$ cat src/rtl/feedback_scheduler.sv
// Arbitrates the single LED/piezo feedback channel: queues one-shot success/fail
// events, plays them for SHOW_MS cycles with a GAP_MS idle gap, and lets level alarms pre-empt.
module feedback_scheduler #(
    parameter int SHOW_MS = 500,
    parameter int GAP_MS  = 100
) (
    input  logic       clk_1khz,
    input  logic       rst,
    input  logic       req_success,
    input  logic       req_fail,
    input  logic       emergency,
    input  logic       lockout,
    output logic [3:0] fb_state,
    output logic       busy,
    output logic [2:0] q_count,
    output logic       ovf,
    output logic [1:0] dbg_state
);

    localparam logic [3:0] C_IDLE       = 4'b0000;
    localparam logic [3:0] C_SUCCESS    = 4'b0111;
    localparam logic [3:0] C_FAIL       = 4'b1000;
    localparam logic [3:0] C_DEACTIVATE = 4'b1001;
    localparam logic [3:0] C_EMERGENCY  = 4'b1010;
    localparam logic [9:0] SHOW_LOAD    = 10'(SHOW_MS - 1);
    localparam logic [9:0] GAP_LOAD     = 10'(GAP_MS - 1);

    typedef enum logic [1:0] {S_IDLE, S_SHOW, S_GAP, S_LEVEL} state_t;

    state_t     r_state;
    logic [9:0] r_timer;
    logic [3:0] r_fb;
    logic       r_ovf;
    logic       r_q [4];
    logic [1:0] r_wptr;
    logic [1:0] r_rptr;
    logic [2:0] r_count;

    logic w_level;
    logic w_req;
    logic w_full;
    logic w_pop;
    logic w_push;
    logic w_drop;
    logic w_head;

    // Requests are fire-and-forget pulses with no ready/backpressure: a request is
    // accepted on its sampling edge if there is room (or a pop frees a slot that
    // same edge); otherwise it is dropped and ovf pulses for the following cycle.
    assign w_level = emergency | lockout;
    assign w_req   = req_success | req_fail;
    assign w_full  = (r_count == 3'd4);
    assign w_pop   = (r_state == S_IDLE) && !w_level && (r_count != 3'd0);
    assign w_push  = w_req && (!w_full || w_pop);
    assign w_drop  = (req_success && req_fail) || (w_req && w_full && !w_pop);
    assign w_head  = r_q[r_rptr];

    always_ff @(posedge clk_1khz or posedge rst) begin
        if (rst) begin
            r_q[0]  <= 1'b0;
            r_q[1]  <= 1'b0;
            r_q[2]  <= 1'b0;
            r_q[3]  <= 1'b0;
            r_wptr  <= 2'd0;
            r_rptr  <= 2'd0;
            r_count <= 3'd0;
            r_ovf   <= 1'b0;
        end else begin
            if (w_push) begin
                r_q[r_wptr] <= req_fail;
                r_wptr      <= r_wptr + 2'd1;
            end
            if (w_pop) begin
                r_rptr <= r_rptr + 2'd1;
            end
            r_count <= r_count + {2'd0, w_push} - {2'd0, w_pop};
            r_ovf   <= w_drop;
        end
    end

    always_ff @(posedge clk_1khz or posedge rst) begin
        if (rst) begin
            r_state <= S_IDLE;
            r_timer <= 10'd0;
            r_fb    <= C_IDLE;
        end else if (w_level) begin
            // Alarms abort any one-shot in progress; the aborted event is not re-queued.
            r_state <= S_LEVEL;
            r_fb    <= emergency ? C_EMERGENCY : C_DEACTIVATE;
        end else begin
            case (r_state)
                S_IDLE: begin
                    if (w_pop) begin
                        r_fb    <= w_head ? C_FAIL : C_SUCCESS;
                        r_timer <= SHOW_LOAD;
                        r_state <= S_SHOW;
                    end else begin
                        r_fb <= C_IDLE;
                    end
                end
                S_SHOW: begin
                    if (r_timer == 10'd0) begin
                        r_fb    <= C_IDLE;
                        r_timer <= GAP_LOAD;
                        r_state <= S_GAP;
                    end else begin
                        r_timer <= r_timer - 10'd1;
                    end
                end
                S_GAP: begin
                    r_fb <= C_IDLE;
                    if (r_timer == 10'd0) begin
                        r_state <= S_IDLE;
                    end else begin
                        r_timer <= r_timer - 10'd1;
                    end
                end
                S_LEVEL: begin
                    // Forced gap lets the controller re-arm before the next one-shot.
                    r_fb    <= C_IDLE;
                    r_timer <= GAP_LOAD;
                    r_state <= S_GAP;
                end
                default: begin
                    r_fb    <= C_IDLE;
                    r_state <= S_IDLE;
                end
            endcase
        end
    end

    assign fb_state  = r_fb;
    assign ovf       = r_ovf;
    assign q_count   = r_count;
    assign busy      = (r_state != S_IDLE) || (r_count != 3'd0);
    assign dbg_state = r_state;

endmodule

$ cat config.mk
export PLATFORM = sky130hd
export DESIGN_NAME = feedback_scheduler
export DESIGN_NICKNAME = d
export VERILOG_FILES = /design/src/rtl/feedback_scheduler.sv
export SDC_FILE = /design/constraint.sdc
export NUM_CORES = 1
export LEC_CHECK = 0
export ABC_AREA = 1
export BUFFER_PORTS_ARGS = -buffer_cell sky130_fd_sc_hd__buf_2
export CORE_ASPECT_RATIO = 0.75
export CORE_MARGIN = 4
export CORE_UTILIZATION = 50
export CTS_BUF_LIST = sky130_fd_sc_hd__clkbuf_4
export DETAILED_ROUTE_END_ITERATION = 10
export PLACE_DENSITY = 0.69
export SYNTH_ARGS = -nofsm -noshare
export SYNTH_HDL_FRONTEND = slang
export SYNTH_SLANG_ARGS = --single-unit
$ cat constraint.sdc
create_clock -name clk_1khz -period 3.1 [get_ports clk_1khz]
set_clock_uncertainty 0.1 [all_clocks]
set_input_delay 0.31 -clock clk_1khz [delete_from_list [all_inputs] [get_ports clk_1khz]]
set_output_delay 0.31 -clock clk_1khz [all_outputs]
set_load 0.05 [all_outputs]
# Word-level counts from Yosys, hierarchy flattened
# Index checks and enable logic that the tools add are counted.
# totals
output_inout_bits	11
word_cells	74
regBits	28
inputBits	6
# op_classes
n_mux	21
bitwise_logic	5
eq_ne	9
add_sub_neg	5
reduce_logical	20
n_lt_le_gt_ge	3
# op_table
cell	n
$pmux W10 S4	1
$mux W10	3
$mux W4	4
$pmux W4 S3	1
$logic_not A10 Y1	1
$mux W2	5
$sub A10 B1 Y10 const B	1
$ne A3 B3 Y1 const B	3
$pmux W2 S4	1
$logic_and A1 B1 Y1	7
$ge A3 B3 Y1 const B	2
$not A2 Y3	2
$reduce_and A3 Y1	2
$add A2 B1 Y2 const B	2
$bwmux W4	1
$eq A2 B2 Y1 const B	2
$ne A2 B2 Y1 const B	2
$add A3 B1 Y3	1
$eq A3 B3 Y1 const B	1
$logic_not A1 Y1	3
$logic_or A1 B1 Y1	3
$lt A3 B1 Y1 const B	1
$mux W1	3
$reduce_bool A3 Y1	1
9 further kinds	10

# Logic depth before layout (Yosys ltp)
# logic_depth
word_depth	8
ltp_mapped	10
depth_no_buf	10

# Worst setup path before layout
# Ideal clock, no wire load.
# synth_timing
path_type	register to register
start	reg r_state[0], in the netlist dbg_state[0]
end	reg r_count[2], in the netlist q_count[2]
path_slack_ns	0.610
required_time_ns	2.854
t_arrival_ns	2.244
n_path_buf	0
setup_time_ns	0.146
period_less_slack_ns	2.490
stages_incl_launch_ff	11
path_cell_list	dfrtp_1 nor2_4 nand2_1 nand3_2 o21ai_4 ha_1 inv_1 ha_1 fa_1 xnor2_1 xor2_1
# synth_via
elab_chain_len	7
# synth_rtl
element	line	text
from (decl)	30	state_t r_state;
from (signal assigned)	83	r_state <= S_IDLE;
from (signal assigned)	88	r_state <= S_LEVEL;
from (signal assigned)	96	r_state <= S_SHOW;
$logic_not A2 Y1 (*)	53	assign w_pop = (r_state == S_IDLE) && !w_level && (r_count != 3'd0);
$logic_and A1 B1 Y1 (*) (2 in series)	53	
$logic_or A1 B1 Y1	54	assign w_push = w_req && (!w_full || w_pop);
$logic_and A1 B1 Y1	54	
$add A3 B1 Y3	76	r_count <= r_count + {2'd0, w_push} - {2'd0, w_pop};
$sub A3 B1 Y3 (*)	76	
to (signal assigned)	76	
to (decl)	37	logic [2:0] r_count;
# Every way passes the cells marked *; elsewhere a longest branch is shown, timed or not.
# A chain may end at the register's enable or synchronous reset.

# Worst setup path in the final report
# layout_timing
start	reg r_state[1], in the netlist dbg_state[1]
end	reg r_count[2], in the netlist q_count[2]
# The elaborated chain is that of the path after synthesis.

==> flow_metrics.env <==
export IMPL_outcome="completed"
export IMPL_tns_ns=0
export IMPL_postCtsResizedCells=0
export IMPL_wirelength_um=3384
export IMPL_yosys_warnings=0
export IMPL_cts_setup_buffers=0
export IMPL_syn_inst=205
export IMPL_syn_to_final_growth_pct=8.705
export IMPL_final_setup_viol_count=0
export IMPL_core_area_um2=3084
export IMPL_synth_largest_area_cell="sky130_fd_sc_hd__dfrtp_1"
export IMPL_numCtsBuffers=3
export IMPL_period_share_pct=76.24
export IMPL_worst_setup_hold_path_clk_slew_ns=0.15
export IMPL_avgSynthCellArea_um2=8.203
export IMPL_max_freq_mhz=423.1
export IMPL_via_count=1344
export IMPL_clk_latency_worst_skew_pair_ns=0.33
export IMPL_synth_enable_flop_cells=0
export IMPL_cp_max_fo=10
export IMPL_die_footprint_um2=4365
export IMPL_netlist_area_um2=1682
export IMPL_grt_pass1_vias=1330
export IMPL_max_slew_margin_rel_pct=29.38
export IMPL_filler_cell_count=287
export IMPL_die_height_um=58.23
export IMPL_root_buffer_cell="sky130_fd_sc_hd__clkbuf_4"
export IMPL_yosys_cell_count_top_type="sky130_fd_sc_hd__nand2_1"
export IMPL_power_per_cell_area_nw_per_um2=626.3
export IMPL_slew_violations=0
export IMPL_cp_launch_type="register"
export IMPL_antenna_found_initial=0
export IMPL_register_area_um2=700.7
export IMPL_nNetsFinal=240
export IMPL_ys_async_sr_fraction_pct=100.0
export IMPL_post_route_cells_drive_above_1_share_pct=20.63
export IMPL_post_synthesis_sequential_element_count=28
export IMPL_dr_first_iter_drc_count=75
export IMPL_tritoncts="built"
export IMPL_route_detailed_drc=0
export IMPL_dp_hpwl_um=2685
export IMPL_max_cap_viol_count=0
export IMPL_final_hold_violation_count=0
export IMPL_multi_input_gate_area_in_the_final_layout_um2=835.8
export IMPL_max_vdd_ir_drop_v=0.0004087
export IMPL_grt_overflow_total=0
export IMPL_crit_reg2reg_capture="q_count[2]"
export IMPL_syn_num_nets=220
export IMPL_timing_worst_slew_pin_value_ns=1.058
export IMPL_detail_route_wl_per_cell_um=12.97
export IMPL_finalInstanceArea_um2=1828
export IMPL_rr_startpoint="dbg_state[1]"
export IMPL_final_ws_setup_ns=0.7364
export IMPL_routability_cong=0.8545
export IMPL_yosys_cell_types_count=28
export IMPL_worst_setup_path_end_kind="register"
export IMPL_ctsHtreeMaxLevel=1
export IMPL_longest_clk_path_bufs=2
export IMPL_count_of_input_and_output_buffers=16
export IMPL_grtUsageTotal_pct=17.10
export IMPL_cts_hold_repair_buffers=0
export IMPL_synth_top_cells_by_area="sky130_fd_sc_hd__dfrtp_1 (42%), sky130_fd_sc_hd__nand2_1 (9.8%), sky130_fd_sc_hd__inv_1 (6.7%)"
export IMPL_ys_top_cells_by_count="sky130_fd_sc_hd__nand2_1 (44), sky130_fd_sc_hd__inv_1 (30), sky130_fd_sc_hd__dfrtp_1 (28), sky130_fd_sc_hd__nor2_1 (21), sky130_fd_sc_hd__nand3_1 (12)"
export IMPL_synth_ff_type="sky130_fd_sc_hd__dfrtp_1"
export IMPL_post_place_ws_ns=0.7801
export IMPL_worst_r2r_cell_count=10
export IMPL_critPathArrivalTime_ns=2.53
export IMPL_p_leak_nw=0.9124
export IMPL_count_of_antenna_diodes_in_the_layout=0
export IMPL_reg2reg_setup_slack_ns=0.74
export IMPL_hold_path_class="in -> async"
export IMPL_detail_route_antenna_nets=0
export IMPL_placement_cell_area_um2=1805
export IMPL_placement_rows=17
export IMPL_initial_core_util_pct=54.52
export IMPL_yosys_area_top_type_share_pct=41.67
export IMPL_grt_max_degree=29
export IMPL_timing_setup_critical_path_class="reg -> reg"
export IMPL_part_of_the_yosys_area_used_for_sequential_elements_pct=41.67
export IMPL_fin_hold_ws_ns=0.1141
export IMPL_ioPinCount=17
export IMPL_clock_sink_count=28
export IMPL_grt_pass1_wl_um=5775
export IMPL_critical_path_rt_ns=3.26
export IMPL_drt_pass1_iterations=4
export IMPL_finalCriticalPeriod_ns=2.364
export IMPL_detail_route_vias_per_cell=5.149
export IMPL_rsz_0062_raised_after_global_routing="false"
export IMPL_dieWidth_um=74.97
[registers in the layout, indices dropped and copies added (netlist names)]
register	flops
r_timer	10
r_rptr	2
r_q	4
fb_state	4
dbg_state	2
r_wptr	2
q_count	3
ovf	1
[metal layers]
metal,part of all wire (%),up-vias,routed length [um],global-route usage [%]
li1,-,679,-,-
met1,52,635,1752,23.57
met2,42,28,1412,25.68
met3,6.1,2,205,6.412
met4,0.35,0,12,3.553
met5,0,-,0,0
[final cells by class]
cell class                 instances  area share, %
inverter                          35          7.734
sequential                        28          38.33
clock buffer                       3          1.232
tap                               38          2.601
timing repair buffer              16          4.381
multi-input combinational        141          45.72
[cells in the final DEF (no fill, tap or decap), drive strengths merged]
master / count
a21oi: 7
buf: 16
clkbuf: 3
dfrtp: 28
fa: 1
ha: 8
inv: 35
nand2: 49
nand3: 15
nand3b: 1
nand4: 3
nor2: 32
nor3: 2
o211ai: 3
o21ai: 13
xnor2: 1
xor2: 6
[per-stage QoR]
stage	cells	total power, mW	util [%]
after floorplan	205	0.8775	-
final	261	1.145	59.27
after detailed placement	258	0.9977	58.54
after global placement	258	0.9719	58.54
after global routing	261	1.223	59.27
after CTS	261	1.150	59.27
[logic make-up (layout without fill, tap and decap cells)]
logic type                 Yosys count  in the layout  share of synthesized area [%]
AOI/OAI and AO/OA                   23             23                          8.408
xor gates and xnor gates             7              7                          3.646
adders and majority gates            9              9                          7.143
buffers and inverters               36             54                          8.631
DFF                                 28             28                          41.67
and+or+nand+nor                    102            102                          30.51
[worst max path at each step]
stage,startpoint,endpoint,slack [ns],depth (start not counted)
after global routing,dbg_state[1],q_count[2],0.61,10
after CTS,dbg_state[1],q_count[2],0.73,10
after floorplan,dbg_state[0],q_count[2],0.61,10
after global placement,lockout,q_count[2],0.83,11
after detailed placement,dbg_state[1],q_count[2],0.78,10
final,dbg_state[1],q_count[2],0.74,10
[critical path, cell delays in order, from the launching register on]
cell and delay, ns:
sky130_fd_sc_hd__dfrtp_1 0.48, sky130_fd_sc_hd__nor2_4 0.20, sky130_fd_sc_hd__nand2_1 0.09, sky130_fd_sc_hd__nand3_2 0.10, sky130_fd_sc_hd__o21ai_4 0.11, sky130_fd_sc_hd__ha_1 0.29, sky130_fd_sc_hd__inv_1 0.04, sky130_fd_sc_hd__ha_1 0.19
sky130_fd_sc_hd__fa_1 0.38, sky130_fd_sc_hd__xnor2_1 0.18, sky130_fd_sc_hd__xor2_1 0.16
[report_power, final]
part / leakage (nW) / switching [mW] / total (mW) / internal (mW)
combinational: 0.567 / 0.323 / 0.474 / 0.151
clock: 0.0138 / 0.106 / 0.152 / 0.0457
sequential: 0.331 / 0.0708 / 0.520 / 0.449
total: 0.912 / 0.499 / 1.14 / 0.645
Note: power is estimated with default switching activity, not from simulation.
